[src/rtl/bram_pkg.sv]
// rtl/bram_pkg.sv - shared state encoding and default sizes for the BRAM arbiter
package bram_pkg;

  // CLEAR sweeps zeros through the whole BRAM; RUN serves the two requesters
  typedef enum logic {
    CLEAR = 1'b0,
    RUN   = 1'b1
  } arb_state_t;

  localparam int DEF_DATA_WIDTH = 16;
  localparam int DEF_MEM_SIZE   = 4095;

endpackage

[src/rtl/rr_arb2.sv]
// rtl/rr_arb2.sv - two-way round-robin arbiter with combinational grant
module rr_arb2 (
  input  logic       clk,
  input  logic       rst_n,
  input  logic [1:0] req,
  output logic [1:0] gnt
);

  // 0 favours req[0] on contention, 1 favours req[1]
  logic ptr;

  // Grant a lone requester outright; on contention follow the pointer
  always_comb begin
    gnt = 2'b00;
    unique case (req)
      2'b01:   gnt = 2'b01;
      2'b10:   gnt = 2'b10;
      2'b11:   gnt = ptr ? 2'b10 : 2'b01;
      default: gnt = 2'b00;
    endcase
  end

  // After any grant, point at the requester that did not win
  always_ff @(posedge clk or negedge rst_n) begin
    if (!rst_n) begin
      ptr <= 1'b0;
    end else if (gnt[0]) begin
      ptr <= 1'b1;
    end else if (gnt[1]) begin
      ptr <= 1'b0;
    end
  end

endmodule

[src/rtl/bram_arbiter.sv]
// rtl/bram_arbiter.sv - shares one BRAM port between two requesters, with a zero-fill sweep
module bram_arbiter
  import bram_pkg::*;
#(
  parameter int DATA_WIDTH     = DEF_DATA_WIDTH,
  parameter int MEM_SIZE       = DEF_MEM_SIZE,
  parameter int ADDR_WIDTH     = $clog2(MEM_SIZE),
  parameter bit CLEAR_ON_RESET = 1'b1
) (
  input  logic                  clk,
  input  logic                  rst_n,
  input  logic                  m0_req,
  input  logic                  m0_we,
  input  logic [ADDR_WIDTH-1:0] m0_addr,
  input  logic [DATA_WIDTH-1:0] m0_wdata,
  output logic                  m0_gnt,
  output logic                  m0_rvalid,
  output logic [DATA_WIDTH-1:0] m0_rdata,
  input  logic                  m1_req,
  input  logic                  m1_we,
  input  logic [ADDR_WIDTH-1:0] m1_addr,
  input  logic [DATA_WIDTH-1:0] m1_wdata,
  output logic                  m1_gnt,
  output logic                  m1_rvalid,
  output logic [DATA_WIDTH-1:0] m1_rdata,
  input  logic                  clear_start,
  output logic                  init_done,
  output logic                  ram_en,
  output logic                  ram_we,
  output logic [ADDR_WIDTH-1:0] ram_addr,
  output logic [DATA_WIDTH-1:0] ram_d,
  input  logic [DATA_WIDTH-1:0] ram_q
);

  localparam logic [ADDR_WIDTH-1:0] LAST_ADDR = ADDR_WIDTH'(MEM_SIZE - 1);

  arb_state_t            state, state_nxt;
  logic [ADDR_WIDTH-1:0] clr_cnt, clr_cnt_nxt;
  logic [1:0]            req_vec;
  logic [1:0]            gnt_vec;
  logic                  run_live;

  // Requests only reach the arbiter in RUN and outside reset, so they are held off, never lost
  assign run_live = rst_n && (state == RUN);
  assign req_vec  = run_live ? {m1_req, m0_req} : 2'b00;

  rr_arb2 u_rr_arb2 (
    .clk   (clk),
    .rst_n (rst_n),
    .req   (req_vec),
    .gnt   (gnt_vec)
  );

  assign m0_gnt    = gnt_vec[0];
  assign m1_gnt    = gnt_vec[1];
  assign init_done = (state == RUN);

  // The BRAM has a single read-data bus; rvalid tells each requester whose word it is
  assign m0_rdata = ram_q;
  assign m1_rdata = ram_q;

  // State and sweep counter register; reset always restarts the sweep from address 0
  always_ff @(posedge clk or negedge rst_n) begin
    if (!rst_n) begin
      if (CLEAR_ON_RESET) begin
        state <= CLEAR;
      end else begin
        state <= RUN;
      end
      clr_cnt <= '0;
    end else begin
      state   <= state_nxt;
      clr_cnt <= clr_cnt_nxt;
    end
  end

  // Next state and BRAM port drive: sweep zeros in CLEAR, forward the winner in RUN
  always_comb begin
    state_nxt   = state;
    clr_cnt_nxt = clr_cnt;
    ram_en      = 1'b0;
    ram_we      = 1'b0;
    ram_addr    = '0;
    ram_d       = '0;
    case (state)
      CLEAR: begin
        ram_en   = rst_n;
        ram_we   = rst_n;
        ram_addr = clr_cnt;
        if (clr_cnt == LAST_ADDR) begin
          state_nxt   = RUN;
          clr_cnt_nxt = '0;
        end else begin
          clr_cnt_nxt = clr_cnt + 1'b1;
        end
      end
      RUN: begin
        if (gnt_vec[0]) begin
          ram_en   = 1'b1;
          ram_we   = m0_we;
          ram_addr = m0_addr;
          ram_d    = m0_wdata;
        end else if (gnt_vec[1]) begin
          ram_en   = 1'b1;
          ram_we   = m1_we;
          ram_addr = m1_addr;
          ram_d    = m1_wdata;
        end
        if (clear_start) begin
          state_nxt = CLEAR;
        end
      end
      default: begin
        state_nxt = CLEAR;
      end
    endcase
  end

  // Tag the read data returned next cycle with the requester granted a read this cycle
  always_ff @(posedge clk or negedge rst_n) begin
    if (!rst_n) begin
      m0_rvalid <= 1'b0;
      m1_rvalid <= 1'b0;
    end else begin
      m0_rvalid <= gnt_vec[0] & ~m0_we;
      m1_rvalid <= gnt_vec[1] & ~m1_we;
    end
  end

endmodule

[config.mk]
export PLATFORM = sky130hd
export DESIGN_NAME = bram_arbiter
export DESIGN_NICKNAME = d
export VERILOG_FILES = /design/src/rtl/bram_pkg.sv /design/src/rtl/rr_arb2.sv /design/src/rtl/bram_arbiter.sv
export SDC_FILE = /design/constraint.sdc
export NUM_CORES = 1
export LEC_CHECK = 0
export CORE_MARGIN = 3
export CORE_UTILIZATION = 27
export DETAILED_ROUTE_END_ITERATION = 8
export PLACE_DENSITY = 0.77
export SLEW_MARGIN = 20
export SYNTH_ARGS = -nofsm -noshare
export SYNTH_HDL_FRONTEND = slang
export SYNTH_SLANG_ARGS = --single-unit
[constraint.sdc]
create_clock -name clk -period 1.8 [get_ports clk]
set_input_delay 0.54 -clock clk [delete_from_list [all_inputs] [get_ports clk]]
set_output_delay 0.54 -clock clk [all_outputs]
set_load 0.02 [all_outputs]
# Yosys cells after proc, flatten, opt, wreduce, memory -nomap -nowiden

Cells that the tools add are included.

Reductions and logical operators: 2
Muxes and demuxes: 21
Shift-type cells: 0
Add/subtract/negate cells: 1
Divide/modulo/power cells: 0
Equality and inequality tests: 4
$lt $le $gt $ge: 0
Multiply operators: 0
Bitwise operators: 5

Operator list:

| operator                                            | count |
|---|---|
| two-way mux 16 bit                                  | 3 |
| two-way mux 12 bit                                  | 3 |
| case mux 12 bit (2 select lines)                    | 1 |
| adder 12 x 1 -> 12 bit, second input constant       | 1 |
| equality test 12 bit, second input constant         | 1 |
| two-way mux 1 bit                                   | 8 |
| case mux 1 bit (2 select lines)                     | 3 |
| case mux 2 bit (3 select lines)                     | 1 |
| equality test 2 bit, second input constant          | 2 |
| two-way mux 2 bit                                   | 2 |
| NOT 1 bit                                           | 3 |
| bitwise AND 1 bit                                   | 2 |
| equality test 2 x 1 -> 1 bit, second input constant | 1 |
| nonzero test 2 bit                                  | 1 |
| logical AND 1 bit                                   | 1 |

Memories: 0
ROM bits: 0
Bits of input ports: 79
Output and inout port bits: 67
Bits in latches: 0
Logic and storage cells: 38
Memory bits (writable): 0
Register bits: 16

# Depth between registers and ports, before layout

Gate-level depths: netlist of the first run.

Word-level depth: 7
Depth in mapped cells: 6
Gate-level depth less buffers: 6

# By module

From an unflattened synthesis of the first run, not the netlist that was laid out.

Cell total of the unflattened synthesis: 206
Area, all modules: 1560.2 µm²

Modules (own cells, without submodules):

| module       | cells each | area an instance (µm²) | instances | seq. area each (µm²) |
|---|---|---|---|---|
| bram_arbiter | 200        | 1506.4                 | 1         | 375.4 |
| rr_arb2      | 6          | 53.8                   | 1         | 25.0 |

# Worst setup path before layout of the first run

OpenSTA, ideal clock, no wires.

Path kind: reg2out
Start: reg state, in the netlist init_done
End: out ram_addr[10]
Stages on the path, launching flop included: 6
Required time: 1.260 ns
Buffers on the path: 1
Slack: -0.198 ns
Arrival time: 1.458 ns
Cell sequence: dfrtp_1 > nand3_1 > a21oi_1 > clkbuf_1 > a22oi_1 > o21ai_0

Longest elaborated chain between the ends: 7
Elaborated cells between the ends (all ways): 10
Classes of those cells: 3 x eq/ne; 5 x mux; 1 x bitwise; 1 x reduce/logical

Ends and longest elaborated chain:

| what                                                                       | line                | RTL |
|---|---|---|
| start, declared                                                            | bram_arbiter.sv:37  | `arb_state_t state, state_nxt;` |
| start signal, assigned                                                     | bram_arbiter.sv:72  | `state <= state_nxt;` |
| logical AND 1 bit                                                          | bram_arbiter.sv:44  | `assign run_live = rst_n && (state == RUN);` |
| two-way mux 2 bit                                                          | bram_arbiter.sv:45  | `assign req_vec = run_live ? {m1_req, m0_req} : 2'b00;` |
| equality test 2 bit / equality test 2 x 1 -> 1 bit (equally long branches) | rr_arb2.sv:15       | `unique case (req)` |
| case mux 2 bit (3 select lines)                                            | rr_arb2.sv:15       |  |
| two-way mux 12 bit                                                         | bram_arbiter.sv:103 | `end else if (gnt_vec[1]) begin` |
| two-way mux 12 bit                                                         | bram_arbiter.sv:98  | `if (gnt_vec[0]) begin` |
| case mux 12 bit (2 select lines) (*)                                       | bram_arbiter.sv:85  | `case (state)` |
| end, declared                                                              | bram_arbiter.sv:30  | `output logic [ADDR_WIDTH-1:0] ram_addr,` |

Every way passes the cells marked *; elsewhere a longest branch is shown, timed or not.

# Worst setup path in the final report of the first run

Start: in m1_we
End: out ram_we

Longest elaborated chain between the ends: 3

Ends and longest elaborated chain:

| what                            | line                | RTL |
|---|---|---|
| start, declared                 | bram_arbiter.sv:20  | `input logic m1_we,` |
| two-way mux 1 bit               | bram_arbiter.sv:103 |  |
| two-way mux 1 bit               | bram_arbiter.sv:98  |  |
| case mux 1 bit (2 select lines) | bram_arbiter.sv:85  |  |
| end, declared                   | bram_arbiter.sv:29  | `output logic ram_we,` |

Every way passes these cells.

==> results of run 1 <==
routing by layer:
metal	up-vias	share of wire, %	GRT usage, %
li1	810	-	-
met1	835	37	19.9
met2	81	52	33.6
met3	17	9.2	5.38
met4	0	1.9	5.57
met5	-	0	0
area by class of cell:
| cell class | count | area (µm²) | share of cell area [%] |
|---|---|---|---|
| multi-input cells | 107 | 937 | 32.6 |
| inverters | 13 | 48.8 | 1.70 |
| repair buffers | 134 | 1340 | 46.7 |
| clock buffers | 4 | 55.1 | 1.92 |
| flip-flops and latches | 16 | 402 | 14.0 |
| well taps | 70 | 87.6 | 3.05 |
cells by family (layout without fill, tap and decap cells):
family	after synthesis	count (layout)	synth area share, %
compound gates	59	59	28.2
buf+inv	54	151	22.2
simple gates	40	41	18.0
flops	16	16	26.9
xor+xnor	5	5	2.95
fa+ha+maj	2	2	1.68
worst reg2reg max path: cells and delay by family (launching register included):
| family | cells | cell delay, ns |
|---|---|---|
| flip-flops | 1 | 0.45 |
| AO/OA/AOI/OAI | 1 | 0.23 |
| AND/OR/NAND/NOR | 2 | 0.58 |
| buffers and inverters | 2 | 0.36 |
Yosys cell counts, types with 2 or more instances:
library cell  number
buf_4             32
o31ai_1            2
nor3_1             4
a22o_1            16
nor2b_1            3
o21ai_0           17
nand3_1            4
dfrtp_1           16
a21oi_1            6
nor4_4             2
xnor2_1            5
or3_2              2
a22oi_1           11
nand4_1            2
nor2_1             6
inv_1             13
nor4_1             3
ha_1               2
clkbuf_1           3
nand2_1            7
buf_2              5
sequential cells by signal, indices dropped and copies added (netlist names):
register	cells
clr_cnt	12
init_done	1
m0_rvalid	1
m1_rvalid	1
u_rr_arb2.ptr	1
through the flow:
step                hold slack [ns]  utilization [%]  cell area, µm²  setup TNS [ns]  setup WS, ns
floorplan                     0.244                -            1550          -0.412       -0.0282
global placement              0.561             48.6            2530          -36.63         -1.21
detailed placement            0.570             48.6            2530          -37.64         -1.23
CTS                           0.192             54.4            2830           -7.18        -0.293
global route                  0.186             55.2            2870           -8.45        -0.330
finish                        0.196             55.2            2870           -6.79        -0.295
cell usage in the layout (no fill, tap or decap), types with 3 or more instances in the layout:
master            n
a22o_1           15
o21ai_0           5
nor2_1            6
xnor2_1           5
buf_4            24
o21ai_2          12
nor3_1            4
nor2b_1           3
clkdlybuf4s50_1  61
a21oi_1           4
inv_1            12
buf_6            45
nand2_1           7
nor4_1            3
clkbuf_8          4
dfrtp_1          15
a22oi_2          10
power by group:
group,internal (mW),total [mW],switching [mW]
sequential,0.428,0.465,0.0372
combinational,0.483,0.993,0.510
clock,0.194,0.324,0.130
worst max-delay path by stage:
stage               depth (start not counted)           end  startpoint  slack (ns)
finish                                      5        ram_we       m1_we       -0.30
global route                                5        ram_we       m1_we       -0.33
CTS                                         6        ram_we   init_done       -0.29
detailed placement                          7  ram_addr[11]       rst_n       -1.23
global placement                            6   ram_addr[2]       rst_n       -1.21
floorplan                                   4      ram_d[0]       rst_n       -0.03
repair_timing:
| action | 4_1_cts | 5_1_grt |
|---|---|---|
| gates resized for setup | 234 | 17 |
| pin swaps | 6 | 8 |
| gates cloned | 3 | 1 |
| buffers inserted | 7 | 4 |
| setup endpoints to repair | 33 | 36 |
==> impl_metrics.py, run 1 <==
metrics = {
    "drt": {
        "via_count": 1743,
        "drtPass1Iterations": 4,
        "drc": 0,
        "ant_nets": 0,
        "via_per_inst": 5.07,
        "drt_iter0_drc": 83,
        "drt-total-wl_um": 6130,
        "wl_per_cell_um": 17.8,
    },
    "final_layout": {
        "final_layout_size_suffix_gt1_share_pct": 42.3,
        "stdcell_count": 344,
        "fin_nets": 356,
        "fill_cells": 415,
        "diodes": 0,
        "area_growth_pct": 93.3,
    },
    "synthesis": {
        "synth_top_area_share_pct": 26.9,
        "syn_avg_cell_area_um2": 8.45,
        "yosys_warnings": 0,
        "synth.ff_latch_count": 16,
        "synth.yosys.seq_area_share_pct": 26.9,
        "synth_area_mm2": 0.00149,
        "synth-main-ff-cell": "dfrtp_1",
        "syn_inst": 176,
        "synth-edff-count": 0,
        "async_flop_share_pct": 100,
        "yosys-top-cells-area": "dfrtp_1, buf_4, a22o_1, o21ai_0, a22oi_1",
        "ys_types": 36,
        "synth_nets": 257,
        "synth_area_leader_cell": "dfrtp_1",
    },
    "timing": {
        "grt_setup_unrepaired": "true",
        "drv_slew": 0,
        "worst_slack_ns": -0.295,
        "finClkSkew_ns": 0.00512,
        "max_slew_margin_pct": 77.5,
        "max_freq_mhz": 477,
        "setup-violations-final": 32,
        "period_share_pct": 116,
        "hold_viol_final": 0,
        "tightest_slew_ns": 0.335,
        "fin_crit_ns": 2.10,
    },
    "cts": {
        "cts.clk_slew.worst_paths_ns": 0.06,
        "numCtsBuffers": 3,
        "cts_tree": "done",
        "clockBufferDepth": 2,
        "h-tree-depth": 1,
        "cts.sinks": 16,
        "insertion_delay_ns": 0.25,
        "cts_root_buf": "clkbuf_8",
        "holdBufCountCts": 0,
    },
    "worst_setup_path": {
        "critPathTopFamily": "buffers and inverters",
        "worstSetupPathType": "input pin to primary output",
        "crit_arrival_ns": 1.56,
        "critPathRequiredTime_ns": 1.26,
        "slowest_stage": "clkdlybuf4s50_1",
        "slowest_delay_ns": 0.49,
        "cp_max_fo": 2,
        "r2r_cells": 5,
        "critPathLaunchType": "input pin",
        "end_kind": "primary output",
        "cp_cell_sequence": "clkdlybuf4s50_1, o21ai_0, o21ai_2, a32o_2, buf_6",
        "r2r-start": "init_done",
        "crit_buf_inv": 2,
        "r2r_end": "clr_cnt[11]",
        "ff2ff_setup_slack_ns": 0.09,
    },
    "die": {
        "die_w_um": 80.2,
        "start_util_pct": 28.6,
        "num_io_pins": 146,
        "dieArea_mm2": 0.00643,
        "die_h_um": 80.2,
        "core_area_mm2": 0.00520,
        "rows": 26,
    },
    "grt": {
        "grt_max_degree": 18,
        "grt_usage_pct": 18.2,
        "grt_overflow": 0,
        "grt_pass1_vias": 1831,
        "antenna_found_initial": 0,
        "grt_pass1_wl_um": 9130,
    },
    "place": {
        "port-buffer-count": 97,
        "place_congestion": 0.766,
        "dp_cells": 328,
        "hpwl_um": 4390,
    },
    "status": {
        "status": "finished with violations",
        "violations": "setup timing",
    },
    "pwr": {
        "powerDensity_mw_per_mm2": 621,
        "irDropWorstVdd_v": 0.000351,
        "p_leak_nw": 1.23,
        "total_power_mw": 1.78,
    },
    "min_path": {
        "min_path_type": "input pin to asynchronous set/reset pin",
    },
    "flow_run": {
        "cap_violations": 0,
    },
}
(Power assumes the default switching activity.)
==> inputs of run 2 (changes only) <==
--- a/config.mk
+++ b/config.mk
@@ -5,8 +5,10 @@
 export SDC_FILE = /design/constraint.sdc
 export NUM_CORES = 1
 export LEC_CHECK = 0
+export ABC_AREA = 1
+export CAP_MARGIN = 20
 export CORE_MARGIN = 3
-export CORE_UTILIZATION = 27
+export CORE_UTILIZATION = 28
 export DETAILED_ROUTE_END_ITERATION = 8
 export PLACE_DENSITY = 0.77
 export SLEW_MARGIN = 20
==> impl_metrics.py, run 2 <==
metrics = {
    "status": {
        "status": "finished with violations",
        "violations": "setup timing",
    },
    "worst_setup_path": {
        "critPathLaunchType": "flip-flop",
        "worstSetupPathType": "flip-flop to primary output",
        "end_kind": "primary output",
        "crit_arrival_ns": 1.55,
        "critPathRequiredTime_ns": 1.26,
        "cp_max_fo": 5,
    },
    "timing": {
        "fin_crit_ns": 2.09,
        "final.setup.tns_ns": -8.06,
        "worst_slack_ns": -0.287,
        "finClkSkew_ns": 0.00454,
        "drv_slew": 0,
        "max_freq_mhz": 479,
        "max_slew_margin_pct": 78.1,
        "hold_viol_final": 0,
        "tightest_slew_ns": 0.327,
        "grt_setup_unrepaired": "true",
        "period_share_pct": 116,
        "setup-violations-final": 32,
    },
    "place": {
        "hpwl_um": 4110,
        "place_congestion": 0.895,
        "port-buffer-count": 97,
        "dp_slack_ns": -1.12,
        "dp_cells": 417,
    },
    "min_path": {
        "min_path_type": "input pin to asynchronous set/reset pin",
    },
    "grt": {
        "grt_max_degree": 18,
        "antenna_found_initial": 0,
        "grt_pass1_vias": 1922,
        "gr-usage-met2_pct": 29.2,
        "grt_overflow": 0,
        "met3_usage_pct": 4.71,
        "grt_busiest_layer": "met2",
        "grt_usage_pct": 17.3,
        "grt_pass1_wl_um": 8950,
        "gr-usage-met1_pct": 22.0,
    },
    "die": {
        "die_w_um": 81.5,
        "dieArea_mm2": 0.00664,
        "core_area_mm2": 0.00530,
        "die_h_um": 81.5,
        "rows": 26,
        "start_util_pct": 30.1,
        "num_io_pins": 146,
    },
    "synthesis": {
        "synth.yosys.seq_area_share_pct": 25.1,
        "syn_avg_cell_area_um2": 6.00,
        "synth_nets": 347,
        "synth.most_common_cell": "nand2_1",
        "synth-edff-count": 0,
        "synth.ff_latch_count": 16,
        "ys_types": 19,
        "yosys_warnings": 0,
        "yosys-top-cells-area": "nand2_1, dfrtp_1, buf_4, nand3_1, nor2_1",
        "synth-main-ff-cell": "dfrtp_1",
        "synth_area_mm2": 0.00160,
        "async_flop_share_pct": 100,
        "synth_top_area_share_pct": 28.5,
        "syn_inst": 266,
        "synth_common_cells": "nand2_1, buf_4, nor2_1, nand3_1, inv_1",
        "synth_area_leader_cell": "nand2_1",
    },
    "flow_run": {
        "cap_violations": 0,
    },
    "pwr": {
        "clkPwrFrac_pct": 17.2,
        "power_switching_mw": 0.724,
        "swShare_pct": 37.5,
        "irDropWorstVdd_v": 0.000436,
        "p_leak_nw": 1.66,
        "comb_power_share_pct": 57.6,
        "p_seq_share_pct": 25.1,
        "powerDensity_mw_per_mm2": 605,
        "power.internal_mw": 1.21,
        "total_power_mw": 1.93,
    },
    "drt": {
        "drt-total-wl_um": 6360,
        "via_per_inst": 4.61,
        "drc": 0,
        "wl_per_cell_um": 14.6,
        "drt_iter0_drc": 114,
        "ant_nets": 0,
        "drtPass1Iterations": 4,
        "via_count": 2006,
    },
    "final_layout": {
        "largest_register_ffs": 12,
        "fin_nets": 447,
        "final_common_cell": "nand2_1",
        "final_layout_size_suffix_gt1_share_pct": 41.9,
        "diodes": 0,
        "top_register": "clr_cnt",
        "stdcell_count": 435,
        "area_growth_pct": 100,
        "utilization_pct": 60.2,
        "final_cell_mix": "nand2_1, clkdlybuf4s50_1, buf_6",
    },
    "cts": {
        "cts_root_buf": "clkbuf_8",
        "numCtsBuffers": 3,
        "cts.sinks": 16,
        "cts_tree": "done",
        "insertion_delay_ns": 0.26,
        "h-tree-depth": 1,
        "cts.clk_slew.worst_paths_ns": 0.07,
        "clockBufferDepth": 2,
    },
}
## run 2: final timing paths
kind,start,to,slack (ns),depth (start not counted)
max,init_done,ram_addr[10],-0.29,9
min,rst_n,clr_cnt[1],0.20,2
max reg2reg,init_done,clr_cnt[10],0.13,9
min reg2reg,u_rr_arb2.ptr,u_rr_arb2.ptr,0.60,3
max in group asynchronous,rst_n,init_done,1.41,2
min in group clk,u_rr_arb2.ptr,u_rr_arb2.ptr,0.60,3
## run 2: per-stage QoR
| stage | cell area, µm² | hold slack [ns] |
|---|---|---|
| 2_1_floorplan | 1680 | 0.244 |
| 3_3_place_gp | 2640 | 0.458 |
| 3_5_place_dp | 2640 | 0.470 |
| 4_1_cts | 3090 | 0.206 |
| 5_1_grt | 3190 | 0.208 |
| 6_report | 3190 | 0.205 |
## run 2: cell families (layout without fill, tap and decap cells)
| group | Yosys count | count (layout) | share of synthesized area [%] |
|---|---|---|---|
| AND/OR/NAND/NOR | 183 | 183 | 47.6 |
| buffers and inverters | 59 | 158 | 23.4 |
| flip-flops | 16 | 16 | 25.1 |
| AO/OA/AOI/OAI | 4 | 4 | 1.25 |
| adder cells (fa/ha/maj) | 2 | 2 | 1.57 |
| XOR/XNOR | 2 | 2 | 1.10 |
## run 2: repair_timing
item	in CTS	in global routing
gates cloned	4	1
resized for setup	271	19
endpoints found under the setup margin	33	32
hold buffers	0	0
pin swaps	18	14
buffers inserted	9	3
## run 2: layout make-up
type | count | area (µm²)
multi-input cells | 191 | 1130
flip-flops and latches | 16 | 402
fillers | 421 | 2110
well taps | 70 | 87.6
inverters | 19 | 71.3
clock buffers | 4 | 55.1
repair buffers | 135 | 1450
## run 2: critical path, stage by stage (launching register included)
cell,delay [ns]
dfrtp_2,0.42
nand2_4,0.11
nor2_4,0.04
nor2_4,0.13
nor2_4,0.06
buf_6,0.14
buf_16,0.14
nand2_2,0.05
nand3_2,0.06
buf_6,0.14
## run 2: layer usage
metal  up-vias  wire [µm]
met5         -          0
met4         0         75
met3        10        550
met2       102       3260
met1       910       2480
li1        984          -
## run 2: power groups by stage
stage,combinational [mW],sequential [mW],clock [mW]
3_3_place_gp,1.02,0.489,0
5_1_grt,1.22,0.496,0.355
2_1_floorplan,0.567,0.530,0
4_1_cts,1.10,0.486,0.338
3_5_place_dp,1.04,0.493,0
6_report,1.11,0.486,0.333
